<file path="config.mk">
export PLATFORM = sky130hd
export DESIGN_NAME = clock_reset_sequencer
export DESIGN_NICKNAME = d
export VERILOG_FILES = /design/src/rtl/clock_reset_sequencer_pkg.sv /design/src/rtl/clock_reset_sequencer_sync_2ff.sv /design/src/rtl/clock_reset_sequencer.sv
export SDC_FILE = /design/constraint.sdc
export NUM_CORES = 1
export LEC_CHECK = 0
export CORE_AREA = 2 2 61 74
export CTS_BUF_LIST = sky130_fd_sc_hd__clkbuf_8
export DETAILED_ROUTE_END_ITERATION = 16
export DIE_AREA = 0 0 63 76
export PLACE_DENSITY_LB_ADDON = 0.1
export SETUP_SLACK_MARGIN = 0.3
export SKIP_CTS_REPAIR_TIMING = 1
export SYNTH_ARGS = -nofsm -noshare
export SYNTH_HDL_FRONTEND = slang
export SYNTH_SLANG_ARGS = --single-unit
</file>
<file path="constraint.sdc">
create_clock -name BOARD_CLOCK -period 2.95 [get_ports BOARD_CLOCK]
set_clock_uncertainty 0.2 [all_clocks]
set_input_delay 0.7375 -clock BOARD_CLOCK [delete_from_list [all_inputs] [get_ports BOARD_CLOCK]]
set_output_delay 0.7375 -clock BOARD_CLOCK [all_outputs]
set_load 0.05 [all_outputs]
</file>
<file path="src/rtl/clock_reset_sequencer_pkg.sv">
// ---------------------------------------------------------------------------
// clock_reset_sequencer_pkg
// Shared definitions for the DCM bring-up / system reset sequencer:
//   - seq_state_t   : state encodings (also driven onto the STATE debug port)
//   - seq_out_t     : the group of control outputs decoded from a state
//   - decode_outputs: state -> control output decode
//   - sat_inc8      : saturating increment used for the lock-loss counter
// ---------------------------------------------------------------------------
package clock_reset_sequencer_pkg;

    localparam int STATE_W = 3;
    localparam int RETRY_W = 2;
    localparam int LOSS_W  = 8;

    typedef enum logic [STATE_W-1:0] {
        ST_RESET_DCM = 3'd0,
        ST_WAIT_LOCK = 3'd1,
        ST_SETTLE    = 3'd2,
        ST_RUN       = 3'd3,
        ST_FAULT     = 3'd4
    } seq_state_t;

    typedef struct packed {
        logic dcm_rst;
        logic sys_rst;
        logic ready;
        logic fault;
    } seq_out_t;

    // Unknown encodings decode like RESET_DCM so the outputs stay safe
    // (everything held in reset) while the FSM recovers.
    function automatic seq_out_t decode_outputs(input seq_state_t st);
        seq_out_t o;
        case (st)
            ST_RESET_DCM: o = '{dcm_rst: 1'b1, sys_rst: 1'b1, ready: 1'b0, fault: 1'b0};
            ST_WAIT_LOCK: o = '{dcm_rst: 1'b0, sys_rst: 1'b1, ready: 1'b0, fault: 1'b0};
            ST_SETTLE:    o = '{dcm_rst: 1'b0, sys_rst: 1'b1, ready: 1'b0, fault: 1'b0};
            ST_RUN:       o = '{dcm_rst: 1'b0, sys_rst: 1'b0, ready: 1'b1, fault: 1'b0};
            ST_FAULT:     o = '{dcm_rst: 1'b0, sys_rst: 1'b1, ready: 1'b0, fault: 1'b1};
            default:      o = '{dcm_rst: 1'b1, sys_rst: 1'b1, ready: 1'b0, fault: 1'b0};
        endcase
        return o;
    endfunction

    function automatic logic [LOSS_W-1:0] sat_inc8(input logic [LOSS_W-1:0] v);
        logic [LOSS_W-1:0] r;
        if (v == 8'hFF) begin
            r = v;
        end else begin
            r = v + 8'd1;
        end
        return r;
    endfunction

endpackage

</file>
<file path="src/rtl/clock_reset_sequencer_sync_2ff.sv">
// ---------------------------------------------------------------------------
// sync_2ff
// Generic single-bit two-flop synchroniser with synchronous clear. Intended
// for any slow asynchronous status input (DCM lock, PLL status, ...).
// Ports:
//   i_clk : destination clock
//   i_clr : synchronous active-high clear, forces both flops to 0
//   i_d   : asynchronous input
//   o_q   : synchronised output, two destination-clock cycles of latency
// ---------------------------------------------------------------------------
module sync_2ff (
    input  logic i_clk,
    input  logic i_clr,
    input  logic i_d,
    output logic o_q
);

    logic r_meta;
    logic r_sync;

    // First flop may go metastable; second flop gives it a full cycle to resolve.
    always_ff @(posedge i_clk) begin
        if (i_clr) begin
            r_meta <= 1'b0;
            r_sync <= 1'b0;
        end else begin
            r_meta <= i_d;
            r_sync <= r_meta;
        end
    end

    assign o_q = r_sync;

endmodule

</file>
<file path="src/rtl/clock_reset_sequencer.sv">
// ---------------------------------------------------------------------------
// clock_reset_sequencer
// Brings up the board DCMs and releases the downstream system reset. Each
// attempt pulses DCM_RST, waits (bounded) for the synchronised lock, then
// holds SYS_RST until lock has been continuously present for a settle
// window. Lock loss in RUN or a software request restarts the sequence;
// repeated lock timeouts end in a terminal FAULT state. Runs from the
// free-running BOARD_CLOCK only.
// Ports:
//   BOARD_CLOCK : free-running sequencer clock
//   RST         : synchronous active-high reset
//   LOCKED_IN   : combined DCM lock, asynchronous to BOARD_CLOCK
//   RESYNC_REQ  : single-cycle re-sequence request, acted on only in RUN
//   DCM_RST     : reset to both DCMs
//   SYS_RST     : downstream synchronous reset, active-high
//   READY       : high only in RUN
//   FAULT       : high only in FAULT
//   RETRY_COUNT : failed lock attempts in the current bring-up
//   LOSS_COUNT  : lock losses seen in RUN since RST, saturating at 255
//   STATE       : current state encoding for debug
// ---------------------------------------------------------------------------
module clock_reset_sequencer
    import clock_reset_sequencer_pkg::*;
#(
    parameter int DCM_RST_CYCLES = 8,
    parameter int LOCK_TIMEOUT   = 65536,
    parameter int SETTLE_CYCLES  = 1024,
    parameter int MAX_RETRIES    = 3,
    parameter int CNT_W          = 24
) (
    input  logic               BOARD_CLOCK,
    input  logic               RST,
    input  logic               LOCKED_IN,
    input  logic               RESYNC_REQ,
    output logic               DCM_RST,
    output logic               SYS_RST,
    output logic               READY,
    output logic               FAULT,
    output logic [RETRY_W-1:0] RETRY_COUNT,
    output logic [LOSS_W-1:0]  LOSS_COUNT,
    output logic [STATE_W-1:0] STATE
);

    localparam logic [CNT_W-1:0]   DCM_LAST    = CNT_W'(DCM_RST_CYCLES - 1);
    localparam logic [CNT_W-1:0]   LOCK_LAST   = CNT_W'(LOCK_TIMEOUT - 1);
    localparam logic [CNT_W-1:0]   SETTLE_LAST = CNT_W'(SETTLE_CYCLES - 1);
    localparam logic [RETRY_W-1:0] RETRY_MAX   = RETRY_W'(MAX_RETRIES);
    localparam logic [CNT_W-1:0]   CNT_ZERO    = {CNT_W{1'b0}};
    localparam logic [CNT_W-1:0]   CNT_ONE     = {{(CNT_W-1){1'b0}}, 1'b1};

    logic               w_lk;
    seq_state_t         r_state;
    seq_state_t         w_state_nxt;
    logic [CNT_W-1:0]   r_cnt;
    logic [CNT_W-1:0]   w_cnt_nxt;
    logic [RETRY_W-1:0] r_retry;
    logic [RETRY_W-1:0] w_retry_nxt;
    logic [LOSS_W-1:0]  r_loss;
    logic [LOSS_W-1:0]  w_loss_nxt;
    seq_out_t           r_out;

    sync_2ff u_lock_sync (
        .i_clk (BOARD_CLOCK),
        .i_clr (RST),
        .i_d   (LOCKED_IN),
        .o_q   (w_lk)
    );

    // Next-state, counter, retry and loss-count logic. One shared counter is
    // reused by each timed state and is cleared on every state change.
    always_comb begin
        w_state_nxt = r_state;
        w_cnt_nxt   = r_cnt + CNT_ONE;
        w_retry_nxt = r_retry;
        w_loss_nxt  = r_loss;
        case (r_state)
            ST_RESET_DCM: begin
                if (r_cnt == DCM_LAST) begin
                    w_state_nxt = ST_WAIT_LOCK;
                    w_cnt_nxt   = CNT_ZERO;
                end else begin
                    w_cnt_nxt   = r_cnt + CNT_ONE;
                end
            end
            ST_WAIT_LOCK: begin
                // Lock is tested first so a lock arriving on the timeout cycle wins.
                if (w_lk) begin
                    w_state_nxt = ST_SETTLE;
                    w_cnt_nxt   = CNT_ZERO;
                end else if (r_cnt == LOCK_LAST) begin
                    w_cnt_nxt = CNT_ZERO;
                    if (r_retry == RETRY_MAX) begin
                        w_state_nxt = ST_FAULT;
                    end else begin
                        w_state_nxt = ST_RESET_DCM;
                        w_retry_nxt = r_retry + 2'd1;
                    end
                end else begin
                    w_cnt_nxt = r_cnt + CNT_ONE;
                end
            end
            ST_SETTLE: begin
                // A lock glitch restarts the wait but is not a failed attempt.
                if (!w_lk) begin
                    w_state_nxt = ST_WAIT_LOCK;
                    w_cnt_nxt   = CNT_ZERO;
                end else if (r_cnt == SETTLE_LAST) begin
                    w_state_nxt = ST_RUN;
                    w_cnt_nxt   = CNT_ZERO;
                    w_retry_nxt = {RETRY_W{1'b0}};
                end else begin
                    w_cnt_nxt = r_cnt + CNT_ONE;
                end
            end
            ST_RUN: begin
                w_cnt_nxt = CNT_ZERO;
                // Lock loss takes priority so a coincident request is still counted.
                if (!w_lk) begin
                    w_state_nxt = ST_RESET_DCM;
                    w_loss_nxt  = sat_inc8(r_loss);
                end else if (RESYNC_REQ) begin
                    w_state_nxt = ST_RESET_DCM;
                end else begin
                    w_state_nxt = ST_RUN;
                end
            end
            ST_FAULT: begin
                w_state_nxt = ST_FAULT;
                w_cnt_nxt   = CNT_ZERO;
            end
            default: begin
                w_state_nxt = ST_RESET_DCM;
                w_cnt_nxt   = CNT_ZERO;
            end
        endcase
    end

    // State, counters and control outputs; outputs decode the next state so
    // they change on the same edge as the state they belong to.
    always_ff @(posedge BOARD_CLOCK) begin
        if (RST) begin
            r_state <= ST_RESET_DCM;
            r_cnt   <= CNT_ZERO;
            r_retry <= {RETRY_W{1'b0}};
            r_loss  <= {LOSS_W{1'b0}};
            r_out   <= decode_outputs(ST_RESET_DCM);
        end else begin
            r_state <= w_state_nxt;
            r_cnt   <= w_cnt_nxt;
            r_retry <= w_retry_nxt;
            r_loss  <= w_loss_nxt;
            r_out   <= decode_outputs(w_state_nxt);
        end
    end

    assign DCM_RST     = r_out.dcm_rst;
    assign SYS_RST     = r_out.sys_rst;
    assign READY       = r_out.ready;
    assign FAULT       = r_out.fault;
    assign RETRY_COUNT = r_retry;
    assign LOSS_COUNT  = r_loss;
    assign STATE       = r_state;

endmodule

</file>
==> reports/qor.json, run 1 <==
{
  "status": {
    "run_status": "complete, no violations"
  },
  "timing": {
    "rsz0062_at_grt": "false",
    "final.hold.worst_slack_ns": 0.247,
    "final.min_clock_period_ns": 2.49,
    "slew_viol_final": 0,
    "max-slew-margin-rel": 0.532,
    "finalSetupTns_ns": 0,
    "setup_violating_endpoint_count_in_the_final_report": 0,
    "timing.fmax_ghz": 0.401,
    "tcrit_tclk_final": 0.845,
    "worst_slew_pin_slew_ns": 0.699,
    "hold_viol_final": 0
  },
  "grt": {
    "grt_overflow": 0,
    "first_global_vias": 1606,
    "globalRouteTotalUtil": 0.188,
    "grt_antenna_before_repair": 0,
    "grt_first_pass_wirelength_mm": 7.29,
    "grt_max_degree": 25
  },
  "cells_and_area": {
    "final-instance-count-excl-fill": 314,
    "area_growth_syn_to_layout_pct": 19.0,
    "fin_nets": 264,
    "diodes": 0,
    "mostFrequentLayoutCell": "sky130_fd_sc_hd__dfxtp_1",
    "fraction_of_layout_cells_with_a_size_suffix_above_1": 0.0891,
    "fin_area_mm2": 0.00247,
    "layout_common_cells": "sky130_fd_sc_hd__dfxtp_1, sky130_fd_sc_hd__nor2_1, sky130_fd_sc_hd__clkdlybuf4s50_1"
  },
  "worst_setup_path": {
    "cp_data_arrival_time_ns": 1.56,
    "worst-path-max-fanout": 5,
    "timing.critical_path.max_delay_family": "buffers and inverters",
    "timing.critical_path.buf_inv": 1,
    "cpPeakStageDelay_ns": 0.84,
    "worstSetupStartpointType": "register",
    "cp_slowest_cell": "sky130_fd_sc_hd__clkdlybuf4s50_1",
    "setup.worst_path.end_class": "output pin",
    "worst-setup-path-type": "reg2out",
    "list_of_cells_traversed_by_the_critical_path": "clkdlybuf4s50_1",
    "cp.required_ns": 2.01
  },
  "placement": {
    "detailed_place.area_mm2": 0.00234,
    "dp_hpwl_mm": 2.92,
    "placed_cells": 306,
    "portBuffers": 20,
    "globalplace.congestion": 0.767
  },
  "clocking": {
    "cts.path.max_buffers": 2,
    "clk_pin_slew_ns": 0.08,
    "clkSinkCount": 43,
    "root_cell_of_the_clock_tree": "sky130_fd_sc_hd__clkbuf_8",
    "clock_latency_ns": 0.29,
    "tritoncts.num_buffers": 5,
    "cts_htree_levels": 2,
    "tritoncts": "built"
  },
  "floorplanning": {
    "fp.coreArea_mm2": 0.00413,
    "floorplan.die_area_mm2": 0.00479,
    "die_h_um": 76,
    "i_o_pin_total": 21,
    "floorplan.rows": 26,
    "floorplan.die.width_um": 63,
    "start_util": 0.503
  },
  "route": {
    "detail_route.wl_per_cell_um": 12.9,
    "routed_via_density": 5.30,
    "count_of_routing_violations_after_the_opening_detailed_route_iteration": 82,
    "drt.antenna.violating_nets": 0,
    "routed_wl_mm": 4.06,
    "post_route_drc": 0,
    "vias": 1665,
    "pre_antenna_drt_iters": 4
  },
  "power": {
    "power.density_cell_area_mw_per_mm2": 468,
    "power.total_mw": 1.16,
    "worst_ir_drop_vdd_mv": 0.268,
    "power_leakage_nw": 0.875
  },
  "synthesis": {
    "yosysWarnings": 0,
    "ys_ff_latch": 43,
    "synth.lib_cells_used.distinct": 46,
    "postSynth.asyncResetShare": 0,
    "synth_sequential_area_ratio": 0.414,
    "synthesis.area_mm2": 0.00208,
    "syn_inst": 235,
    "synth-main-ff-cell": "sky130_fd_sc_hd__dfxtp_1",
    "edff_count_synth": 0,
    "syn-mean-instance-area_um2": 8.84,
    "syn-num-nets": 242
  },
  "worst_hold_path": {
    "timing.hold.worst.class": "reg2reg"
  },
  "job": {
    "maxCapViolCount": 0
  }
}
-- flip-flops by register name (all words and copies together) (netlist names) --
name and count:
RETRY_COUNT 2, LOSS_COUNT 8, r_cnt 24, u_lock_sync.r_meta 1, READY 1, STATE 3
u_lock_sync.o_q 1, FAULT 1, SYS_RST 1, DCM_RST 1
-- per-stage QoR --
| stage | setup WS, ns | util |
|---|---|---|
| 2_1_floorplan | 0.705 | - |
| 3_3_place_gp | 0.482 | 0.566 |
| 3_5_place_dp | 0.470 | 0.566 |
| 4_1_cts | 0.302 | 0.598 |
| 5_1_grt | 0.378 | 0.598 |
| 6_report | 0.457 | 0.598 |
-- worst paths after layout --
check / start / endpoint / slack, ns / cells past startpoint
max reg2reg: r_cnt[0]$_SDFF_PP0_ / READY$_SDFF_PP0_ / 0.66 / 6
max: LOSS_COUNT[4]$_SDFFE_PP0P_ / LOSS_COUNT[4] / 0.46 / 1
min reg2reg: u_lock_sync.r_meta$_SDFF_PP0_ / u_lock_sync.o_q$_SDFF_PP0_ / 0.25 / 1
min: u_lock_sync.r_meta$_SDFF_PP0_ / u_lock_sync.o_q$_SDFF_PP0_ / 0.25 / 1
-- cell usage after synthesis (3+ instances only) --
| cell | n | area [um^2] |
|---|---|---|
| sky130_fd_sc_hd__buf_2 | 3 | 15.0 |
| sky130_fd_sc_hd__clkbuf_1 | 5 | 18.8 |
| sky130_fd_sc_hd__dfxtp_1 | 43 | 861 |
| sky130_fd_sc_hd__ha_1 | 3 | 37.5 |
| sky130_fd_sc_hd__inv_1 | 6 | 22.5 |
| sky130_fd_sc_hd__nand2_1 | 11 | 41.3 |
| sky130_fd_sc_hd__nand3_1 | 12 | 60.1 |
| sky130_fd_sc_hd__nand4_1 | 13 | 81.3 |
| sky130_fd_sc_hd__nor2_1 | 42 | 158 |
| sky130_fd_sc_hd__nor2b_1 | 4 | 25.0 |
| sky130_fd_sc_hd__nor3_1 | 7 | 35.0 |
| sky130_fd_sc_hd__nor4_1 | 7 | 43.8 |
| sky130_fd_sc_hd__o21ai_0 | 6 | 30.0 |
| sky130_fd_sc_hd__or4_4 | 3 | 33.8 |
| sky130_fd_sc_hd__xnor2_1 | 15 | 131 |
| sky130_fd_sc_hd__xor2_1 | 13 | 114 |
-- final cells by class --
cell class | instances | area, um^2
Timing Repair Buffer | 25 | 240
Clock inverter | 3 | 63.8
Multi-Input combinational cell | 176 | 1150
Inverter | 6 | 22.5
Fill cell | 408 | 1660
Tap cell | 56 | 70.1
Sequential cell | 43 | 861
Clock buffer | 5 | 68.8
-- cell families (layout without fill, tap and decap cells) --
logic type,count (synthesis),in the layout,share of synthesized area
compound gates,19,19,0.0602
xor+xnor,28,28,0.118
fa+ha+maj,3,3,0.0181
buf+inv,16,39,0.0343
flops,43,43,0.414
mux,2,2,0.00963
simple gates,124,124,0.346
-- metal layers --
layer | GRT usage | share of wire | vias to the layer above
met5 | 0 | 0 | -
met4 | 0.0733 | 0.017 | 0
met3 | 0.0428 | 0.026 | 6
met2 | 0.317 | 0.49 | 20
met1 | 0.230 | 0.47 | 770
li1 | - | - | 869
-- where the power goes --
| part | switching, mW | internal, mW |
|---|---|---|
| logic | 0.0169 | 0.0140 |
| registers | 0.00500 | 0.586 |
| clock network | 0.200 | 0.335 |
Note: power is estimated with default switching activity, not from simulation.
==> inputs of run 2 (changes only) <==
==> constraint.sdc (replaced) <==
create_clock -name BOARD_CLOCK -period 2.1 [get_ports BOARD_CLOCK]
set_clock_uncertainty 0.2 [all_clocks]
set_input_delay 0.525 -clock BOARD_CLOCK [delete_from_list [all_inputs] [get_ports BOARD_CLOCK]]
set_output_delay 0.525 -clock BOARD_CLOCK [all_outputs]
set_load 0.05 [all_outputs]
==> run 2 against run 1 <==
  * Global-route usage increased by 1.1 points
  * Via count increased by 16%
  * Core utilization increased by 13 points
  * Register-to-register slack got worse by 0.60 ns
  * Sequential share of layout area decreased by 4.8 points
  * Critical path depth increased by 4
  * Combinational power increased to 2.9 times the previous value
  * Die area unchanged
==> reports/qor.json, run 2 (synthesized netlist as in run 1, its figures left out) <==
{
  "timing": {
    "tcrit_tclk_final": 0.973,
    "max-slew-margin-rel": {"value": 0.760, "change": "was 0.532"},
    "worst_slack": {"value": 0.0571, "unit": "ns", "change": "was 0.457 ns"},
    "rsz0062_at_grt": {"value": "true", "change": "was false"},
    "timing.fmax_ghz": 0.489,
    "worst_slew_pin_slew": {"value": 0.357, "unit": "ns", "change": "was 0.699 ns"},
    "hold_viol_final": {"value": 0, "change": "unchanged"},
    "setup_violating_endpoint_count_in_the_final_report": {"value": 0, "change": "unchanged"},
    "finalSetupTns": {"value": 0, "unit": "ns", "change": "unchanged"},
    "slew_viol_final": {"value": 0, "change": "unchanged"},
    "final.min_clock_period_ns": 2.04
  },
  "worst_setup_path": {
    "worst-setup-path-type": {"value": "reg2reg", "change": "was reg2out"},
    "cp_slowest_cell": {"value": "sky130_fd_sc_hd__or4_4", "change": "was sky130_fd_sc_hd__clkdlybuf4s50_1"},
    "cp.required": {"value": 2.10, "unit": "ns", "change": "was 2.01 ns"},
    "setup.worst_path.end_class": {"value": "register", "change": "was output pin"},
    "list_of_cells_traversed_by_the_critical_path": {"value": "or4_4, nor2_4, a21oi_2, or4_4, and2_1", "change": "was clkdlybuf4s50_1"},
    "timing.critical_path.buf_inv": {"value": 0, "change": "was 1"},
    "worst-path-max-fanout": {"value": 4, "change": "was 5"},
    "timing.critical_path.max_delay_family": {"value": "simple AND/OR/NAND/NOR gates", "change": "was buffers and inverters"},
    "cpPeakStageDelay": {"value": 0.58, "unit": "ns", "change": "was 0.84 ns"},
    "worstSetupStartpointType": {"value": "register", "change": "unchanged"},
    "cp_data_arrival_time": {"value": 2.05, "unit": "ns", "change": "was 1.56 ns"},
    "worst_path_most_repeated_cell": "sky130_fd_sc_hd__or4_4"
  },
  "route": {
    "detail_route.wl_per_cell": {"value": 14.5, "unit": "um", "change": "was 12.9 um"},
    "vias": {"value": 1928, "change": "was 1,665"},
    "pre_antenna_drt_iters": {"value": 4, "change": "unchanged"},
    "drt.antenna.violating_nets": {"value": 0, "change": "unchanged"},
    "routed_wl": {"value": 5.05, "unit": "mm", "change": "was 4.06 mm"},
    "post_route_drc": {"value": 0, "change": "unchanged"},
    "routed_via_density": {"value": 5.54, "change": "was 5.30"},
    "count_of_routing_violations_after_the_opening_detailed_route_iteration": {"value": 64, "change": "was 82"}
  },
  "cells_and_area": {
    "fin_nets": {"value": 298, "change": "was 264"},
    "largest_register_ff_count": {"value": 24, "change": "unchanged"},
    "fillerInstances": {"value": 295, "change": "was 408"},
    "area_growth_syn_to_layout": {"value": 44.6, "unit": "%", "change": "was 19.0%"},
    "seq_area": {"value": 903, "unit": "um^2", "change": "was 861 um^2"},
    "diodes": {"value": 0, "change": "unchanged"},
    "layout_common_cells": {"value": "sky130_fd_sc_hd__buf_4, sky130_fd_sc_hd__nor2_1, sky130_fd_sc_hd__dfxtp_1, sky130_fd_sc_hd__dfxtp_2, sky130_fd_sc_hd__xnor2_1", "change": "was sky130_fd_sc_hd__dfxtp_1, sky130_fd_sc_hd__nor2_1, sky130_fd_sc_hd__clkdlybuf4s50_1"},
    "mostFrequentLayoutCell": {"value": "sky130_fd_sc_hd__buf_4", "change": "was sky130_fd_sc_hd__dfxtp_1"},
    "largest_register": {"value": "r_cnt", "change": "unchanged"},
    "fraction_of_layout_cells_with_a_size_suffix_above_1": {"value": 0.435, "change": "was 0.0891"},
    "multiInputGateArea": {"value": 0.00135, "unit": "mm^2", "change": "was 0.00115 mm^2"},
    "postLayoutCoreUtil": {"value": 0.727, "change": "was 0.598"}
  },
  "grt": {
    "grt_first_pass_wirelength": {"value": 7.60, "unit": "mm", "change": "was 7.29 mm"},
    "grt_overflow": {"value": 0, "change": "unchanged"},
    "first_global_vias": {"value": 1707, "change": "was 1,606"},
    "grt_antenna_before_repair": {"value": 0, "change": "unchanged"},
    "globalRouteTotalUtil": {"value": 0.199, "change": "was 0.188"},
    "grt_max_degree": {"value": 25, "change": "unchanged"}
  },
  "job": {
    "maxCapViolCount": {"value": 0, "change": "unchanged"}
  },
  "floorplanning": {
    "fp.coreArea": {"value": 0.00413, "unit": "mm^2", "change": "unchanged"},
    "i_o_pin_total": {"value": 21, "change": "unchanged"},
    "floorplan.die_area": {"value": 0.00479, "unit": "mm^2", "change": "unchanged"},
    "die_h": {"value": 76, "unit": "um", "change": "unchanged"},
    "floorplan.rows": {"value": 26, "change": "unchanged"},
    "start_util": {"value": 0.503, "change": "unchanged"},
    "floorplan.die.width": {"value": 63, "unit": "um", "change": "unchanged"}
  },
  "placement": {
    "globalplace.congestion": {"value": 0.846, "change": "was 0.767"},
    "dp_hpwl": {"value": 3.24, "unit": "mm", "change": "was 2.92 mm"},
    "portBuffers": {"value": 20, "change": "unchanged"},
    "preCtsSetupSlack": {"value": -0.301, "unit": "ns", "change": "was 0.470 ns"}
  },
  "status": {
    "run_status": {"value": "complete, no violations", "change": "unchanged"}
  },
  "clocking": {
    "clk_pin_slew": {"value": 0.09, "unit": "ns", "change": "was 0.08 ns"},
    "clkSinkCount": {"value": 43, "change": "unchanged"},
    "cts.path.max_buffers": {"value": 2, "change": "unchanged"},
    "tritoncts": {"value": "built", "change": "unchanged"},
    "root_cell_of_the_clock_tree": {"value": "sky130_fd_sc_hd__clkbuf_8", "change": "unchanged"},
    "cts_htree_levels": {"value": 2, "change": "unchanged"},
    "tritoncts.num_buffers": {"value": 5, "change": "unchanged"},
    "clock_latency": {"value": 0.30, "unit": "ns", "change": "was 0.29 ns"}
  },
  "power": {
    "worst_ir_drop_vdd": {"value": 0.404, "unit": "mV", "change": "was 0.268 mV"},
    "power.density_cell_area": {"value": 562, "unit": "mW/mm^2", "change": "was 468 mW/mm^2"},
    "power_leakage": {"value": 1.11, "unit": "nW", "change": "was 0.875 nW"}
  },
  "worst_hold_path": {
    "timing.hold.worst.class": {"value": "reg2reg", "change": "unchanged"}
  }
}
## run 2: cell types whose count changed in the layout (fill, tap and decap cells not counted), sizes merged
cell and change:
clkdlybuf4s50 -17, clkinvlp +1, clkbuf +2, buf +49
inv -1
## run 2: metrics by stage
stage	hold WS, ns	instances	cell area [um^2]	power (mW)
floorplan	0.214	235	2150	0.878
global placement	0.219	329	2540	0.903
detailed placement	0.229	329	2540	0.904
CTS	0.252	337	2670	1.67
global route	0.257	348	3010	1.74
finish	0.247	348	3010	1.69
## run 2: path summary, 6_finish.rpt
check	to	from	slack, ns	cells past startpoint
hold reg to reg	u_lock_sync.o_q$_SDFF_PP0_	u_lock_sync.r_meta$_SDFF_PP0_	0.25	1
hold / removal	u_lock_sync.o_q$_SDFF_PP0_	u_lock_sync.r_meta$_SDFF_PP0_	0.25	1
setup / recovery	READY$_SDFF_PP0_	r_cnt[18]$_SDFF_PP0_	0.06	5
setup reg to reg	READY$_SDFF_PP0_	r_cnt[18]$_SDFF_PP0_	0.06	5
## run 2: power breakdown
| group | internal [mW] | switching, mW |
|---|---|---|
| clock network | 0.474 | 0.299 |
| logic | 0.0478 | 0.0421 |
| registers | 0.817 | 0.00844 |
## run 2: worst reg2reg max path, stage by stage (launching register included)
cell                      delay [ns]
sky130_fd_sc_hd__dfxtp_4        0.37
sky130_fd_sc_hd__or4_4          0.58
sky130_fd_sc_hd__nor2_4         0.13
sky130_fd_sc_hd__a21oi_2        0.07
sky130_fd_sc_hd__or4_4          0.45
sky130_fd_sc_hd__and2_1         0.15
## run 2: layout make-up
cell class                      instances  area share
Sequential cell                        43       0.301
Clock buffer                            5      0.0229
Clock inverter                          3      0.0225
Inverter                                6     0.00749
Multi-Input combinational cell        176       0.450
Timing Repair Buffer                   59       0.173
Tap cell                               56      0.0233
## run 2: layer usage
metal  global-route usage  routed length, um  up-vias  part of all wire
met5                    0                  0        -                 0
met4                0.104                137        0             0.027
met3               0.0458                153       14             0.030
met2                0.356               2770       37              0.55
met1                0.215               1990      939              0.39
li1                     -                  -      938                 -
